`config.mk`:
```
export PLATFORM = sky130hd
export DESIGN_NAME = obj_telemetry_tx
export DESIGN_NICKNAME = d
export VERILOG_FILES = /design/src/rtl/obj_telemetry_tx.sv
export SDC_FILE = /design/constraint.sdc
export NUM_CORES = 1
export LEC_CHECK = 0
export CORE_ASPECT_RATIO = 1.75
export CORE_MARGIN = 2
export CORE_UTILIZATION = 53
export DETAILED_ROUTE_END_ITERATION = 10
export HOLD_SLACK_MARGIN = 0.03
export PLACE_DENSITY = 0.8
export SETUP_SLACK_MARGIN = 0.4
export SLEW_MARGIN = 40
export SYNTH_ARGS = -nofsm -noshare
export SYNTH_HDL_FRONTEND = slang
export SYNTH_SLANG_ARGS = --single-unit
export TNS_END_PERCENT = 5
```
`constraint.sdc`:
```
create_clock -name clk_in -period 2.3 [get_ports clk_in]
set_input_delay 0.46 -clock clk_in [delete_from_list [all_inputs] [get_ports clk_in]]
set_output_delay 0.46 -clock clk_in [all_outputs]
set_load 0.02 [all_outputs]
```
`src/rtl/obj_telemetry_tx.sv`:
```
`default_nettype none
// ============================================================================
//  Module   : obj_telemetry_tx
//  Purpose  : Return-path telemetry transmitter. On each trigger it snapshots
//             all game-object locations, frames them as
//               SYNC_BYTE, NUM_OBJ x 3 payload bytes (MS byte first), checksum
//             and serialises the frame as UART 8N1 (LSB first, idle high).
//             The checksum is the modulo-256 sum of the payload bytes only.
//  Revision : 1.0  initial release
// ----------------------------------------------------------------------------
//  Ports
//    clk_in          in   1                 system clock
//    rst_in          in   1                 synchronous reset, active low
//    valid_in        in   1                 one-cycle snapshot/send trigger
//    game_obj_loc    in   [OBJ_WIDTH-1:0] x NUM_OBJ, index 0 sent first
//    tx_out          out  1                 UART serial data, idle high
//    busy_out        out  1                 high while a frame is in flight
//    frame_done_out  out  1                 one-cycle pulse after last stop bit
//    drop_count_out  out  8                 saturating count of ignored triggers
// ============================================================================
module obj_telemetry_tx #(
  parameter int         CLKS_PER_BIT = 868,
  parameter int         NUM_OBJ      = 6,
  parameter int         OBJ_WIDTH    = 21,
  parameter logic [7:0] SYNC_BYTE    = 8'hA5
) (
  input  logic                 clk_in,
  input  logic                 rst_in,
  input  logic                 valid_in,
  input  logic [OBJ_WIDTH-1:0] game_obj_loc [NUM_OBJ],
  output logic                 tx_out,
  output logic                 busy_out,
  output logic                 frame_done_out,
  output logic [7:0]           drop_count_out
);

  // --------------------------------------------------------------------------
  // Derived sizes
  // --------------------------------------------------------------------------
  localparam int NUM_BYTES = NUM_OBJ * 3 + 2;
  localparam int LAST_BYTE = NUM_BYTES - 1;
  localparam int CNT_W     = (CLKS_PER_BIT > 1) ? $clog2(CLKS_PER_BIT) : 1;
  localparam int BYTE_W    = $clog2(NUM_BYTES);
  localparam int SNAP_W    = NUM_OBJ * 24;

  // --------------------------------------------------------------------------
  // State machine
  // --------------------------------------------------------------------------
  // The "done" step of the frame is not a dwell state: the final STOP returns
  // straight to IDLE and raises frame_done_out, so a trigger arriving in the
  // frame_done_out cycle sees IDLE and is accepted.
  typedef enum logic [1:0] {
    IDLE  = 2'd0,
    START = 2'd1,
    DATA  = 2'd2,
    STOP  = 2'd3
  } state_t;

  state_t state;
  state_t state_nxt;

  logic [CNT_W-1:0]  clk_cnt;    // cycles elapsed within the current bit
  logic [2:0]        bit_cnt;    // data bit index, LSB first
  logic [BYTE_W-1:0] byte_idx;   // byte index within the frame
  logic [7:0]        tx_byte;    // byte currently being serialised
  logic [7:0]        csum;       // running payload checksum
  logic [SNAP_W-1:0] snap_sr;    // snapshot, consumed 8 bits at a time
  logic [SNAP_W-1:0] live_flat;  // live inputs, zero-extended and packed

  logic bit_end;
  logic last_byte;

  // Object 0 occupies the most significant 24 bits so that shifting left
  // walks the payload in transmission order.
  for (genvar i = 0; i < NUM_OBJ; i++) begin : g_flat
    assign live_flat[(NUM_OBJ-1-i)*24 +: 24] = 24'(game_obj_loc[i]);
  end

  assign bit_end   = (clk_cnt == CNT_W'(CLKS_PER_BIT - 1));
  assign last_byte = (byte_idx == BYTE_W'(LAST_BYTE));

  always_ff @(posedge clk_in) begin
    if (!rst_in) begin
      state <= IDLE;
    end else begin
      state <= state_nxt;
    end
  end

  always_comb begin
    state_nxt = state;
    tx_out    = 1'b1;
    busy_out  = 1'b1;
    case (state)
      IDLE: begin
        busy_out = 1'b0;
        if (valid_in) begin
          state_nxt = START;
        end
      end
      START: begin
        tx_out = 1'b0;
        if (bit_end) begin
          state_nxt = DATA;
        end
      end
      DATA: begin
        tx_out = tx_byte[bit_cnt];
        if (bit_end && (bit_cnt == 3'd7)) begin
          state_nxt = STOP;
        end
      end
      STOP: begin
        if (bit_end) begin
          state_nxt = last_byte ? IDLE : START;
        end
      end
      default: begin
        state_nxt = IDLE;
      end
    endcase
  end

  // --------------------------------------------------------------------------
  // Datapath: counters, snapshot, byte selection, checksum, drop counter
  // --------------------------------------------------------------------------
  always_ff @(posedge clk_in) begin
    if (!rst_in) begin
      clk_cnt        <= '0;
      bit_cnt        <= '0;
      byte_idx       <= '0;
      tx_byte        <= '0;
      csum           <= '0;
      snap_sr        <= '0;
      frame_done_out <= 1'b0;
      drop_count_out <= '0;
    end else begin
      frame_done_out <= 1'b0;

      if (valid_in && (state != IDLE) && (drop_count_out != 8'hFF)) begin
        drop_count_out <= drop_count_out + 8'd1;
      end

      if (state == IDLE) begin
        clk_cnt <= '0;
        bit_cnt <= '0;
        if (valid_in) begin
          snap_sr  <= live_flat;
          byte_idx <= '0;
          tx_byte  <= SYNC_BYTE;
          csum     <= '0;
        end
      end else begin
        clk_cnt <= bit_end ? '0 : clk_cnt + 1'b1;

        // bit_cnt wraps 7 -> 0 on the last data bit, ready for the next byte
        if ((state == DATA) && bit_end) begin
          bit_cnt <= bit_cnt + 3'd1;
        end

        // The next byte is loaded at the end of each stop bit. Payload bytes
        // are added to the checksum as they are loaded, so by the time the
        // checksum byte is due every payload byte has been summed.
        if ((state == STOP) && bit_end) begin
          if (last_byte) begin
            frame_done_out <= 1'b1;
          end else begin
            byte_idx <= byte_idx + 1'b1;
            if (byte_idx == BYTE_W'(LAST_BYTE - 1)) begin
              tx_byte <= csum;
            end else begin
              tx_byte <= snap_sr[SNAP_W-1 -: 8];
              csum    <= csum + snap_sr[SNAP_W-1 -: 8];
              snap_sr <= snap_sr << 8;
            end
          end
        end
      end
    end
  end

endmodule
`default_nettype wire

```
==> flow_summary_export.csv, run 1 <==
group,metric,value,unit
route,ant_nets,0,
placement,dpl.hpwl,13800,microns
cells_and_area,multi_input_area,4470,sq um
cts,ctsLongestPathBuffers,2,
cells_and_area,sequential_cell_area,3800,sq um
critical_path,reg2reg_from,"byte_idx[1]",
route,dr_total_vias,7234,
critical_path,critical-path-slowest-cell,"or3b_4",
critical_path,worstSetupPathType,"reg -> reg",
cts,cts-root-buf,"clkbuf_16",
power_and_ir_drop,switching_power_share_of_the_total,35.9,%
timing,max-slew-margin-rel,62.1,%
timing,clock.fmax,0.436,GHz
critical_path,setup.worst_path.end_class,"flop",
critical_path,regToRegEndpoint,"snap_sr[69]",
placement,gp_congestion,0.826,
logic_synthesis,synth_area_leaders,"dfxtp_1, mux2i_1, a211oi_1",
timing,rsz0062_at_grt,"true",
cells_and_area,final_util,73.5,%
cts,h_tree_lvl_count,4,
grt,pin_count_of_the_biggest_net_entering_global_routing,117,
critical_path,r2r_cells,10,
die,die-height,171,microns
logic_synthesis,synthesis.area_per_instance,9.35,sq um
cells_and_area,fillers,1032,
route,drc,0,
min_path,hp-start,"clk_cnt[0]",
timing,layout_min_cycle_time,2.29,ns
timing,setup_viol,0,
timing,fin_worst_skew,0.0108,ns
critical_path,path_cells,"ha_4, nor4bb_4, or3b_4, o31ai_4, buf_6, clkbuf_16, buf_12, clkbuf_16, nand3_1, o21ai_0",
power_and_ir_drop,cell_internal_pwr,8.56,mW
power_and_ir_drop,power.switching,4.80,mW
power_and_ir_drop,combPwrFrac,42.8,%
die,initial_utilization,54.4,%
timing,fin_hold_viols,0,
placement,port_buffers,139,
placement,post-place-cells,1190,
route,wl,22000,microns
grt,global_route.overflow_total,0,
power_and_ir_drop,irDropWorstVdd,0.861,mV
logic_synthesis,number_of_instances_in_the_synthesized_netlist,899,
die,rows,60,
route,detail_route.wl_per_cell,17.6,microns
critical_path,crit_arrival,2.63,ns
logic_synthesis,seq_area_frac_synth,45.0,%
timing,maxSlewViolCount,0,
cts,worst_setup_hold_path_clk_slew,0.08,ns
grt,grt_pass1_vias,6840,
cells_and_area,final_net_count,1198,
run,max_cap_violations,0,
grt,antenna_found_initial,1,
logic_synthesis,synth_seq_cells,189,
critical_path,worst-endpoint-required,2.64,ns
power_and_ir_drop,sequential_fraction_of_design_power,34.7,%
cells_and_area,syn2layout_area_growth,35.2,%
min_path,min_path_cells,1,
logic_synthesis,synth_enable_flop_cells,0,
timing,finalCritPeriodShare,99.7,%
power_and_ir_drop,clock_power_share,22.6,%
die,dieWidth,99.2,microns
critical_path,worstSetupStartpointType,"flop",
cts,cts_inserted_buffers,17,
status,status,"completed",
logic_synthesis,synth.lib_cells_used.distinct,47,
cts,cts_tree,"built",
route,drt-vias-per-instance,5.78,
logic_synthesis,synth_top_flop_cell,"dfxtp_1",
cells_and_area,layout.cells.non_filler,1251,
logic_synthesis,asyncSetResetFlopFracSynth,0,%
die,core_area,15500,sq um
critical_path,largest_fanout_of_any_net_on_the_critical_path,13,
logic_synthesis,synth_fp_nets,1046,
cts,numClockSinks,189,
cts,cts_hold_repair.buffers,0,
die,die_area,16900,sq um
timing,timing_worst_slew_pin_value,0.568,ns
critical_path,reg2reg_setup_slack,0.008,ns
logic_synthesis,synth.cell_area,8410,sq um
route,detailedRoute.firstPassIterationCount,5,
min_path,worstHoldEndpoint,"clk_cnt[0]",
grt,grt_first_pass_wirelength,32800,microns
grt,global_route.usage.total,23.9,%
critical_path,max_stage_delay,0.43,ns
power_and_ir_drop,p_leak,4.71,nW
cells_and_area,post_route_cells_drive_above_1_share,13.1,%
power_and_ir_drop,pwr_density_cell,1180,nW/um^2
die,io_pins,140,
min_path,holdCritPathClass,"reg -> reg",
critical_path,critPathMostFrequentCell,"clkbuf_16",
route,dr.first_iter.drc_count,316,
logic_synthesis,synthDominantCellAreaShare,45.0,%
logic_synthesis,yosysTopAreaCell,"dfxtp_1",
logic_synthesis,ys_warn_count,0,
cts,clk-insertion-delay-late,0.42,ns
==> how the worst max path moves through the flow <==
stage | endpoint | start | depth (start not counted)
after detailed placement | snap_sr[75] | byte_idx[1] | 8
after global placement | snap_sr[43] | byte_idx[1] | 8
final | snap_sr[69] | byte_idx[1] | 10
after global routing | snap_sr[69] | byte_idx[1] | 10
after floorplan | snap_sr[20] | byte_idx[1] | 8
after CTS | tx_out | bit_cnt[0] | 4
==> synthesized netlist by cell type, types with 3 or more instances <==
master,n
a211oi_1,127
a21o_1,3
a21oi_1,20
a22o_1,4
and3_1,4
and4_1,6
buf_2,25
clkbuf_1,40
dfxtp_1,189
ha_1,17
inv_1,6
mux2i_1,130
nand2_1,50
nand3_1,30
nand4_1,3
nand4b_1,3
nor2_1,153
nor3_1,6
o21ai_0,30
or3_1,3
xnor2_1,10
xor2_1,10
==> per-layer routing <==
layer	routed length, microns	GRT usage (%)	up-vias
li1	-	-	3559
met1	8820	28.1	3411
met2	11600	42.9	223
met3	982	4.45	41
met4	529	8.81	0
met5	0	0	-
==> power groups by stage <==
stage / Clock, mW / Combinational, mW / Sequential, mW
2_1_floorplan: 0 / 3.66 / 4.51
3_3_place_gp: 0 / 4.71 / 4.64
3_5_place_dp: 0 / 4.81 / 4.68
4_1_cts: 3.03 / 5.03 / 4.61
5_1_grt: 3.19 / 6.19 / 4.72
6_report: 3.01 / 5.72 / 4.63
==> cells in the final DEF, fill, tap and decap left out, types with 14 or more instances in the layout <==
| master | instances |
|---|---|
| a211oi_1 | 105 |
| a211oi_2 | 22 |
| a21oi_1 | 20 |
| buf_12 | 14 |
| buf_4 | 30 |
| clkbuf_16 | 23 |
| clkdlybuf4s50_1 | 137 |
| dfxtp_1 | 183 |
| ha_1 | 15 |
| mux2i_1 | 130 |
| nand2_1 | 50 |
| nand3_1 | 30 |
| nor2_1 | 152 |
| o21ai_0 | 30 |
==> cell families (layout without fill, tap and decap cells) <==
group	after synthesis	after routing	synth area share, %
and+or+nand+nor	272	272	14.3
DFF	189	189	45.0
xor gates and xnor gates	20	20	2.08
adders and majority gates	18	18	2.77
buffers and inverters	74	239	3.72
AOI/OAI and AO/OA	194	194	16.1
muxes	132	132	16.0
other	0	1	0
==> layout make-up <==
cell class | instances | share of cell area, %
Multi-Input combinational cell | 636 | 39.4
Sequential cell | 189 | 33.4
Timing Repair Buffer | 200 | 19.6
Clock buffer | 18 | 3.78
Tap cell | 186 | 2.05
Clock inverter | 14 | 1.56
Inverter | 7 | 0.253
Antenna cell | 1 | 0.0220
==> flip-flops by register name (all words and copies together), names as in the netlist <==
signal,count
snap_sr,144
clk_cnt,10
csum,8
drop_count_out,8
tx_byte,8
byte_idx,5
bit_cnt,3
state,2
frame_done_out,1
==> worst max-delay path, delay by kind of cell (launching register included) <==
kind | cells | cell delay (ns)
AND/OR/NAND/NOR | 3 | 0.69
flip-flops | 1 | 0.36
buffers and inverters | 4 | 0.64
AO/OA/AOI/OAI | 2 | 0.34
adder cells (fa/ha/maj) | 1 | 0.17
==> timing repair <==
action / 4_1_cts / 5_1_grt
gates resized for setup: 23 / 33
cloned: 2 / 8
buffers inserted: 5 / 13
pin swaps: 4 / 23
setup endpoints to repair: 172 / 184
==> through the flow <==
stage / instance area, sq um / hold WS (ns) / TNS, ns / power (mW) / setup WS, ns
2_1_floorplan: 8500 / 0.420 / 0 / 8.17 / 0.253
3_3_place_gp: 10200 / 0.442 / 0 / 9.35 / 0.143
3_5_place_dp: 10200 / 0.448 / 0 / 9.49 / 0.0540
4_1_cts: 10900 / 0.445 / 0 / 12.7 / 0.149
5_1_grt: 11400 / 0.461 / -0.0947 / 14.1 / -0.0561
6_report: 11400 / 0.445 / 0 / 13.4 / 0.00801
(Power assumes the default switching activity.)
==> inputs of run 2 (changes only) <==
- CAP_MARGIN: unset -> 15
==> results of run 2 <==
No change in the layout: final DEF, timing and power equal those of run 1.
